===== src/rtl/conv_pkg.sv =====
// Shared constants and types for the layer-0 convolution datapath.
// The MAC stage imports this package so both ends unpack win_data identically.
package conv_pkg;

  localparam int IMG_W = 64;  // image width in pixels (power of 2)
  localparam int IMG_H = 64;  // image height in pixels
  localparam int DW    = 20;  // pixel width, signed Q4.16
  localparam int AW    = 12;  // image address width

  // Window element indices: element k sits at win_data[k*DW +: DW]
  localparam int TL = 0;
  localparam int TC = 1;
  localparam int TR = 2;
  localparam int ML = 3;
  localparam int MC = 4;
  localparam int MR = 5;
  localparam int BL = 6;
  localparam int BC = 7;
  localparam int BR = 8;

  typedef enum logic [2:0] {
    IDLE  = 3'd0,
    PRIME = 3'd1,
    SCAN  = 3'd2,
    FLUSH = 3'd3,
    DONE  = 3'd4
  } state_e;

endpackage


===== src/rtl/conv_window_gen_line_buffer.sv =====
// One image row of delay: dout is the value written DEPTH enables earlier.
// Circular store; contents are never reset because stale rows are masked
// by the window generator.
module line_buffer
  import conv_pkg::*;
#(
  parameter int DEPTH = IMG_W,
  parameter int WIDTH = DW
) (
  input  logic             clk,
  input  logic             reset,
  input  logic             en,
  input  logic [WIDTH-1:0] din,
  output logic [WIDTH-1:0] dout
);

  localparam int PW = $clog2(DEPTH);

  logic [WIDTH-1:0] mem_q [DEPTH];
  logic [PW-1:0]    ptr_q;

  // Oldest entry is read at the slot about to be overwritten
  assign dout = mem_q[ptr_q];

  // Advance the circular pointer once per accepted pixel
  always_ff @(posedge clk) begin
    if (!reset) begin
      ptr_q <= '0;
    end else if (en) begin
      ptr_q <= (ptr_q == PW'(DEPTH - 1)) ? '0 : ptr_q + PW'(1);
    end
  end

  // Write the incoming pixel into the slot just read
  always_ff @(posedge clk) begin
    if (en) begin
      mem_q[ptr_q] <= din;
    end
  end

endmodule


===== src/rtl/conv_window_gen.sv =====
// Streams the image once in raster order and emits every zero-padded 3x3
// neighbourhood in raster order of its centre pixel.
//
// Stream model: positions (row,col) run over the image, then over one
// virtual zero row (row IMG_H) and finally position (IMG_H+1, 0). Consuming
// position (R,C) emits centre (R-1,C-1) when C>0, or centre (R-2,IMG_W-1)
// when C==0 (right pad column). Padding is applied by masking.
//
// Handshake: a window transfers on a rising edge where win_valid=1 and
// win_ready=1. win_valid is registered and never looks at win_ready; while
// it is high and win_ready is low, win_data/win_addr/iaddr hold and no pixel
// is consumed.
module conv_window_gen
  import conv_pkg::*;
(
  input  logic            clk,
  input  logic            reset,
  input  logic            start,
  output logic            busy,
  output logic [AW-1:0]   iaddr,
  input  logic [DW-1:0]   idata,
  output logic            win_valid,
  input  logic            win_ready,
  output logic [9*DW-1:0] win_data,
  output logic [AW-1:0]   win_addr,
  output logic            done,
  output state_e          dbg_state
);

  localparam int CW = $clog2(IMG_W);
  localparam int RW = $clog2(IMG_H) + 1;  // reaches IMG_H+1

  state_e            state_q;
  logic              busy_q, done_q, win_valid_q;
  logic [AW-1:0]     iaddr_q, win_addr_q, win_addr_d;
  logic [9*DW-1:0]   win_data_q, win_data_d;
  logic [RW-1:0]     row_q, cen_row;
  logic [CW-1:0]     col_q, cen_col;
  logic [DW-1:0]     a_q [3];   // column c-2 of the window rows
  logic [DW-1:0]     b_q [3];   // column c-1 of the window rows
  logic [DW-1:0]     newcol [3];
  logic [DW-1:0]     in_pix, lb1_out, lb2_out;
  logic              flush_end, stream_avail, out_free, consume, emit;
  logic              mask_top, mask_left, mask_right;

  assign busy      = busy_q;
  assign done      = done_q;
  assign iaddr     = iaddr_q;
  assign win_valid = win_valid_q;
  assign win_data  = win_data_q;
  assign win_addr  = win_addr_q;
  assign dbg_state = state_q;

  // Row r-1 and row r-2 stores, fed by the pixel stream
  line_buffer #(.DEPTH(IMG_W), .WIDTH(DW)) u_lb1 (
    .clk(clk), .reset(reset), .en(consume), .din(in_pix), .dout(lb1_out)
  );
  line_buffer #(.DEPTH(IMG_W), .WIDTH(DW)) u_lb2 (
    .clk(clk), .reset(reset), .en(consume), .din(lb1_out), .dout(lb2_out)
  );

  // Stream control, padding masks and next window assembly
  always_comb begin
    in_pix       = (state_q == SCAN) ? idata : '0;
    newcol[0]    = lb2_out;
    newcol[1]    = lb1_out;
    newcol[2]    = in_pix;
    flush_end    = (row_q == RW'(IMG_H + 1)) && (col_q != '0);
    stream_avail = (state_q == SCAN) || ((state_q == FLUSH) && !flush_end);
    out_free     = !win_valid_q || win_ready;
    consume      = stream_avail && out_free;
    emit         = (col_q != '0) ? (row_q >= RW'(1)) : (row_q >= RW'(2));
    mask_top     = (col_q != '0) ? (row_q == RW'(1)) : (row_q == RW'(2));
    mask_left    = (col_q == CW'(1));
    mask_right   = (col_q == '0);
    cen_row      = (col_q == '0) ? row_q - RW'(2) : row_q - RW'(1);
    cen_col      = (col_q == '0) ? CW'(IMG_W - 1) : col_q - CW'(1);
    win_addr_d   = AW'(cen_row) * AW'(IMG_W) + AW'(cen_col);
    win_data_d   = '0;
    for (int dr = 0; dr < 3; dr++) begin
      win_data_d[(dr*3+TL)*DW +: DW] =
        (((dr == 0) && mask_top) || mask_left) ? '0 : a_q[dr];
      win_data_d[(dr*3+TC)*DW +: DW] =
        ((dr == 0) && mask_top) ? '0 : b_q[dr];
      win_data_d[(dr*3+TR)*DW +: DW] =
        (((dr == 0) && mask_top) || mask_right) ? '0 : newcol[dr];
    end
  end

  // Window column shift; stale contents are always masked, so no reset
  always_ff @(posedge clk) begin
    if (consume) begin
      for (int i = 0; i < 3; i++) begin
        a_q[i] <= b_q[i];
        b_q[i] <= newcol[i];
      end
    end
  end

  // Scan FSM, stream position counters and registered outputs
  always_ff @(posedge clk) begin
    if (!reset) begin
      state_q     <= IDLE;
      busy_q      <= 1'b0;
      done_q      <= 1'b0;
      iaddr_q     <= '0;
      win_valid_q <= 1'b0;
      win_data_q  <= '0;
      win_addr_q  <= '0;
      row_q       <= '0;
      col_q       <= '0;
    end else begin
      done_q <= 1'b0;
      if (win_valid_q && win_ready) begin
        win_valid_q <= 1'b0;
      end
      if (consume) begin
        if (col_q == CW'(IMG_W - 1)) begin
          col_q <= '0;
          row_q <= row_q + RW'(1);
        end else begin
          col_q <= col_q + CW'(1);
        end
        if (emit) begin
          win_valid_q <= 1'b1;
          win_data_q  <= win_data_d;
          win_addr_q  <= win_addr_d;
        end
      end
      case (state_q)
        IDLE: begin
          if (start) begin
            state_q <= PRIME;
            busy_q  <= 1'b1;
            row_q   <= '0;
            col_q   <= '0;
          end
        end
        PRIME: begin
          iaddr_q <= '0;
          state_q <= SCAN;
        end
        SCAN: begin
          if (consume) begin
            if (iaddr_q == AW'(IMG_W * IMG_H - 1)) begin
              state_q <= FLUSH;
            end else begin
              iaddr_q <= iaddr_q + AW'(1);
            end
          end
        end
        FLUSH: begin
          if (flush_end && out_free) begin
            state_q <= DONE;
            busy_q  <= 1'b0;
            done_q  <= 1'b1;
          end
        end
        DONE: begin
          state_q <= IDLE;
        end
        default: begin
          state_q <= IDLE;
        end
      endcase
    end
  end

endmodule


===== config.mk =====
export PLATFORM = sky130hd
export DESIGN_NAME = conv_window_gen
export DESIGN_NICKNAME = d
export VERILOG_FILES = /design/src/rtl/conv_pkg.sv /design/src/rtl/conv_window_gen_line_buffer.sv /design/src/rtl/conv_window_gen.sv
export SDC_FILE = /design/constraint.sdc
export NUM_CORES = 2
export LEC_CHECK = 0
export CORE_ASPECT_RATIO = 0.5
export CORE_UTILIZATION = 29
export CTS_CLUSTER_DIAMETER = 150
export DETAILED_ROUTE_END_ITERATION = 7
export PLACE_DENSITY = 0.45
export SLEW_MARGIN = 40
export SYNTH_ARGS = -nofsm -noshare
export SYNTH_HDL_FRONTEND = slang
export SYNTH_HIERARCHICAL = 1
export SYNTH_SLANG_ARGS = --single-unit

===== constraint.sdc =====
create_clock -name clk -period 11.58 [get_ports clk]
set_clock_uncertainty 0.05 [all_clocks]
set_input_delay 1.158 -clock clk [delete_from_list [all_inputs] [get_ports clk]]
set_output_delay 1.158 -clock clk [all_outputs]
set_load 0.005 [all_outputs]

== After elaboration in Yosys (flattened, before gate mapping) ==
Memories as Yosys holds them, arrays and structs flattened. A register that Yosys moved wholly into a read port is not among the register bits.
Cells that the tools add are included.
Cells by class
  magnitude comparators: 2
  divide/modulo/power cells: 0
  add/sub/neg operators: 9
  shifts and indexed selects: 0
  reduce and logical (&&, ||, !) cells: 21
  bitwise logic cells: 0
  mux-type cells: 43
  multipliers: 0
  eq/ne operators: 16
Operators by type and width (count)
  two-way mux 20 bit: 8
  two-way mux 6 bit: 12
  two-way mux 7 bit: 4
  two-way mux 12 bit: 2
  one-hot mux 12 bit (2 select lines): 1
  adder 6 x 1 -> 6 bit, second input constant: 3
  == test 6 bit, second input constant: 3
  adder 12 x 1 -> 12 bit, second input constant: 1
  adder 12 x 6 -> 12 bit: 1
  == test 12 bit, second input constant: 1
  two-way mux 3 bit: 4
  one-hot mux 3 bit (4 select lines): 1
  subtractor 6 x 1 -> 6 bit, second input constant: 2
  two-way mux 1 bit: 10
  adder 7 x 1 -> 7 bit, second input constant: 1
  == test 7 x 1 -> 1 bit, second input constant: 1
  == test 7 x 2 -> 1 bit, second input constant: 1
  == test 7 bit, second input constant: 1
  >= comparator 7 x 1 -> 1 bit, second input constant: 1
  >= comparator 7 x 2 -> 1 bit, second input constant: 1
  == test 3 x 2 -> 1 bit, second input constant: 2
  == test 6 x 1 -> 1 bit, second input constant: 1
  logical NOT 6 bit: 1
  inequality test 2 bit, second input constant: 3
  other kinds (13): 25
Storage, ports and cells
  logic and storage cells: 106
  bits in registers: 235
  memory bits (read-only): 0
  memory bits (writable): 2680
  bits in latches: 0
  memories: 4
  output and inout port bits: 210
Memory list
  u_lb1.mem_q: words 64, bits a word 20, rd ports 1, clocked after memory_dff 1, write ports 1, line conv_window_gen_line_buffer.sv:19  | logic [WIDTH-1:0] mem_q [DEPTH];
  u_lb2.mem_q: words 64, bits a word 20, rd ports 1, clocked after memory_dff 1, write ports 1, line conv_window_gen_line_buffer.sv:19
  a_q: words 3, bits a word 20, rd ports 3, clocked after memory_dff 0, write ports 3, line conv_window_gen.sv:39  | logic [DW-1:0] a_q [3];
  b_q: words 3, bits a word 20, rd ports 3, clocked after memory_dff 0, write ports 3, line conv_window_gen.sv:40  | logic [DW-1:0] b_q [3];

== Logic depth before layout (Yosys ltp) ==
  depth in word-level cells: 9
  mapped depth: 12

== Modules after synthesis ==
The synthesis kept the hierarchy.
Modules (own cells, without submodules)
  line_buffer at u_lb1: area an instance 49959.2 µm², cells each 2239, seq. area each 38677.1 µm², instances 1
  line_buffer at u_lb2: area an instance 49836.5 µm², cells each 2279, seq. area each 38677.1 µm², instances 1
  conv_window_gen: area an instance 12882.4 µm², cells each 1153, seq. area each 8067.7 µm², instances 1

== Worst setup path after synthesis ==
Ideal clock, no wire load.
  path type: register -> register
  start point: register with a tool-made name
  end point: memory b_q[1][2], in the netlist b_q[0][22] (data pin)
  stages on the path, launching flop included: 9
  data required time: 10.208 ns
  library setup time: 1.322 ns
  period minus slack after synthesis: 8.512 ns
  arrival: 7.140 ns
  slack: 3.068 ns
  cells stage by stage: dfxtp_1 -> buf_6 -> buf_6 -> clkinv_1 -> buf_2 -> mux2i_1 -> nand2_1 -> a22oi_1 -> a2111oi_0
RTL lines (line)
  to (decl): conv_window_gen.sv:40

==> impl_metrics.ini <==
[clocking]
cts_resized = 0
cts_buffers = 297
h-tree-depth = 5
postCtsSetupBuffers = 0
cts_buffer_depth = 4
clock_sinks = 2927
cts_hold_buffers = 0
cts_tree = built
clk_pin_slew_ps = 60
cts_root_buf = clkbuf_16
clk_latency_ps = 890

[place]
dp_hpwl_um = 184000
gp_congestion = 0.762
io_buffer_count = 233
dp_slack_ps = 5940
dpl_cell_area_mm2 = 0.122

[route]
dr.pass1.iters = 5
drc = 0
vias = 56000
drt_wl_total_um = 316000
first_iter_violations = 4895
detail-route-antenna-nets = 0
wl_per_cell_um = 27.6
via_per_inst = 4.89

[synth]
synth-seq-cells = 2927
avgSynthCellArea_um2 = 19.9
synth_top_cell_area_share_pct = 71.4
yosysMostFrequentCell = edfxtp_1
syn_inst = 5671
ys_top_cells_by_area = edfxtp_1, mux4_2, dfxtp_1
synth-seq-area-share_pct = 75.8
ys_types = 75
synth_edf_count = 2680
synth.cell_area_mm2 = 0.113
synthTopCellsByCount = edfxtp_1, mux4_2, mux2i_1
yosysWarnings = 6
async_flop_share_pct = 0
synth_flop_cell = edfxtp_1
yosysTopAreaCell = edfxtp_1
synth_nets = 5707

[setup_path]
crit_type = flip-flop to flip-flop
rrSetupSlack_ps = 6500
end_kind = flip-flop
reg2reg_to = u_lb2/mem_q[36][16]
worstPathRequired_ps = 11980
ff2ff_path_depth = 7
startpoint_type = flip-flop
worstPathArrival_ps = 5490
path_max_fanout = 67

[global_routing]
grt_max_degree = 98
first_global_vias = 56200
gr-total-overflow = 0
grt.total_usage_pct = 15.7
grt_pass1_wl_um = 446000
antenna_found_initial = 11

[status]
outcome = finished clean

[floorplanning]
dieArea_mm2 = 0.391
fp-row-count = 161
die_w_um = 884
initial_core_util_pct = 29.2
core-area_mm2 = 0.386
dieHeight_um = 443
ioPinCount = 234

[power_and_ir_drop]
p_leak_nw = 39.9
ir_drop_uv = 107
power.density_mw_per_mm2 = 169

[timing]
relSlewSlack_pct = 35.7
holdWs_ps = 389
rsz0062_at_grt = no
setup_viol = 0
setup_ws_ps = 6500
max_clock_freq_mhz = 197
min_period_over_period_pct = 43.9
drv_slew = 0
setup_tns_ps = 0
tightest_slew_ps = 959
hold_viol_final = 0
layout_min_cycle_time_ps = 5080

[layout]
layout.nets = 6114
fillers = 36200
final_core_util_pct = 34.2
ff_latch_area_mm2 = 0.0855
drive_gt1_share_pct = 24.0
multi_input_area_mm2 = 0.0259
area_growth_pct = 17.0
postLayoutCellArea_mm2 = 0.132

[min_path]
hp-class = flip-flop to flip-flop
hp-start = b_q[0][48]
min_to = a_q[0][48]
whs_path_depth = 0

[flow_run]
max_cap_viol_count = 0
power breakdown:
group / total (mW) / switching, mW / internal (mW)
clock: 9.43 / 4.13 / 5.30
sequential: 11.7 / 0.0331 / 11.7
combinational: 1.10 / 0.771 / 0.334
total: 22.2 / 4.94 / 17.3
cell type report:
cell class,count,share of cell area [%]
sequential,2927,64.8
clock buffer,380,6.12
multi-input combinational,2369,19.7
tap,5134,4.87
inverter,14,0.0465
clock inverter,154,0.927
timing repair buffer,469,3.53
antenna,12,0.0228
per-stage QoR:
step | total power, mW | std cells
after floorplan | 12.6 | 5671
after global routing | 23.0 | 11400
final | 22.2 | 11500
after global placement | 13.1 | 10900
after CTS | 22.5 | 11400
after detailed placement | 13.1 | 10900
flip-flops by register name, indices dropped and copies added (netlist names), named ones only:
signal       flops
a_q             60
b_q             60
busy             1
col_q            6
dbg_state        3
done             1
iaddr           12
row_q            7
u_lb1/mem_q   1280
u_lb1/ptr_q      6
u_lb2/mem_q   1280
u_lb2/ptr_q      6
win_addr        12
win_data       180
win_valid        1
cells in the final DEF (no fill, tap or decap), types with 33 or more instances in the layout:
cell,netlist,routed
clkbuf_16,0,307
o22ai_1,33,33
nand4_1,87,87
a22o_1,59,59
nor2b_1,37,35
a211oi_1,47,33
nor2_2,1,92
mux2i_1,297,292
clkinv_1,1,66
clkdlybuf4s50_1,0,232
edfxtp_1,2680,2680
nand3_1,81,81
clkinv_2,0,53
dfxtp_1,247,237
buf_4,51,164
a21oi_1,85,84
buf_6,70,39
nor2_1,212,91
clkbuf_1,155,61
nand2_1,289,288
a22oi_1,58,58
o21ai_0,116,114
mux2_2,62,62
mux4_2,566,566
cell families (layout without fill, tap and decap cells):
family	Yosys count	after routing	synth area share, %
other	0	12	0
and+or+nand+nor	834	834	3.45
buffers and inverters	375	1017	2.03
DFF	2927	2927	75.8
AOI/OAI and AO/OA	559	559	3.45
muxes	941	941	14.9
adders and majority gates	12	12	0.133
xor gates and xnor gates	23	23	0.179
layer usage:
metal / up-vias / track usage [%] / part of all wire, %
li1: 24100 / - / -
met1: 30400 / 22.3 / 45
met2: 1232 / 25.6 / 48
met3: 375 / 2.21 / 4.6
met4: 0 / 3.71 / 2.3
met5: - / 0 / 0
worst max-delay path by stage:
stage,start,end,slack [ps],cells after the start
3_5_place_dp,win_ready,u_lb2/mem_q[5][13],5940,10
3_3_place_gp,win_ready,u_lb2/mem_q[7][10],5710,9
5_1_grt,flip-flop,win_data[101],6240,10
2_1_floorplan,flip-flop,b_q[0][22],3070,8
6_report,flip-flop,u_lb2/mem_q[36][16],6500,7
4_1_cts,flip-flop,win_data[101],6300,10
worst max-delay path: stages, from the launching register on:
cell,delay [ps]
dfxtp_4,810
buf_4,670
buf_4,660
mux4_2,620
mux4_2,560
o22ai_1,640
a31oi_4,40
buf_6,270
(Power assumes the default switching activity.)
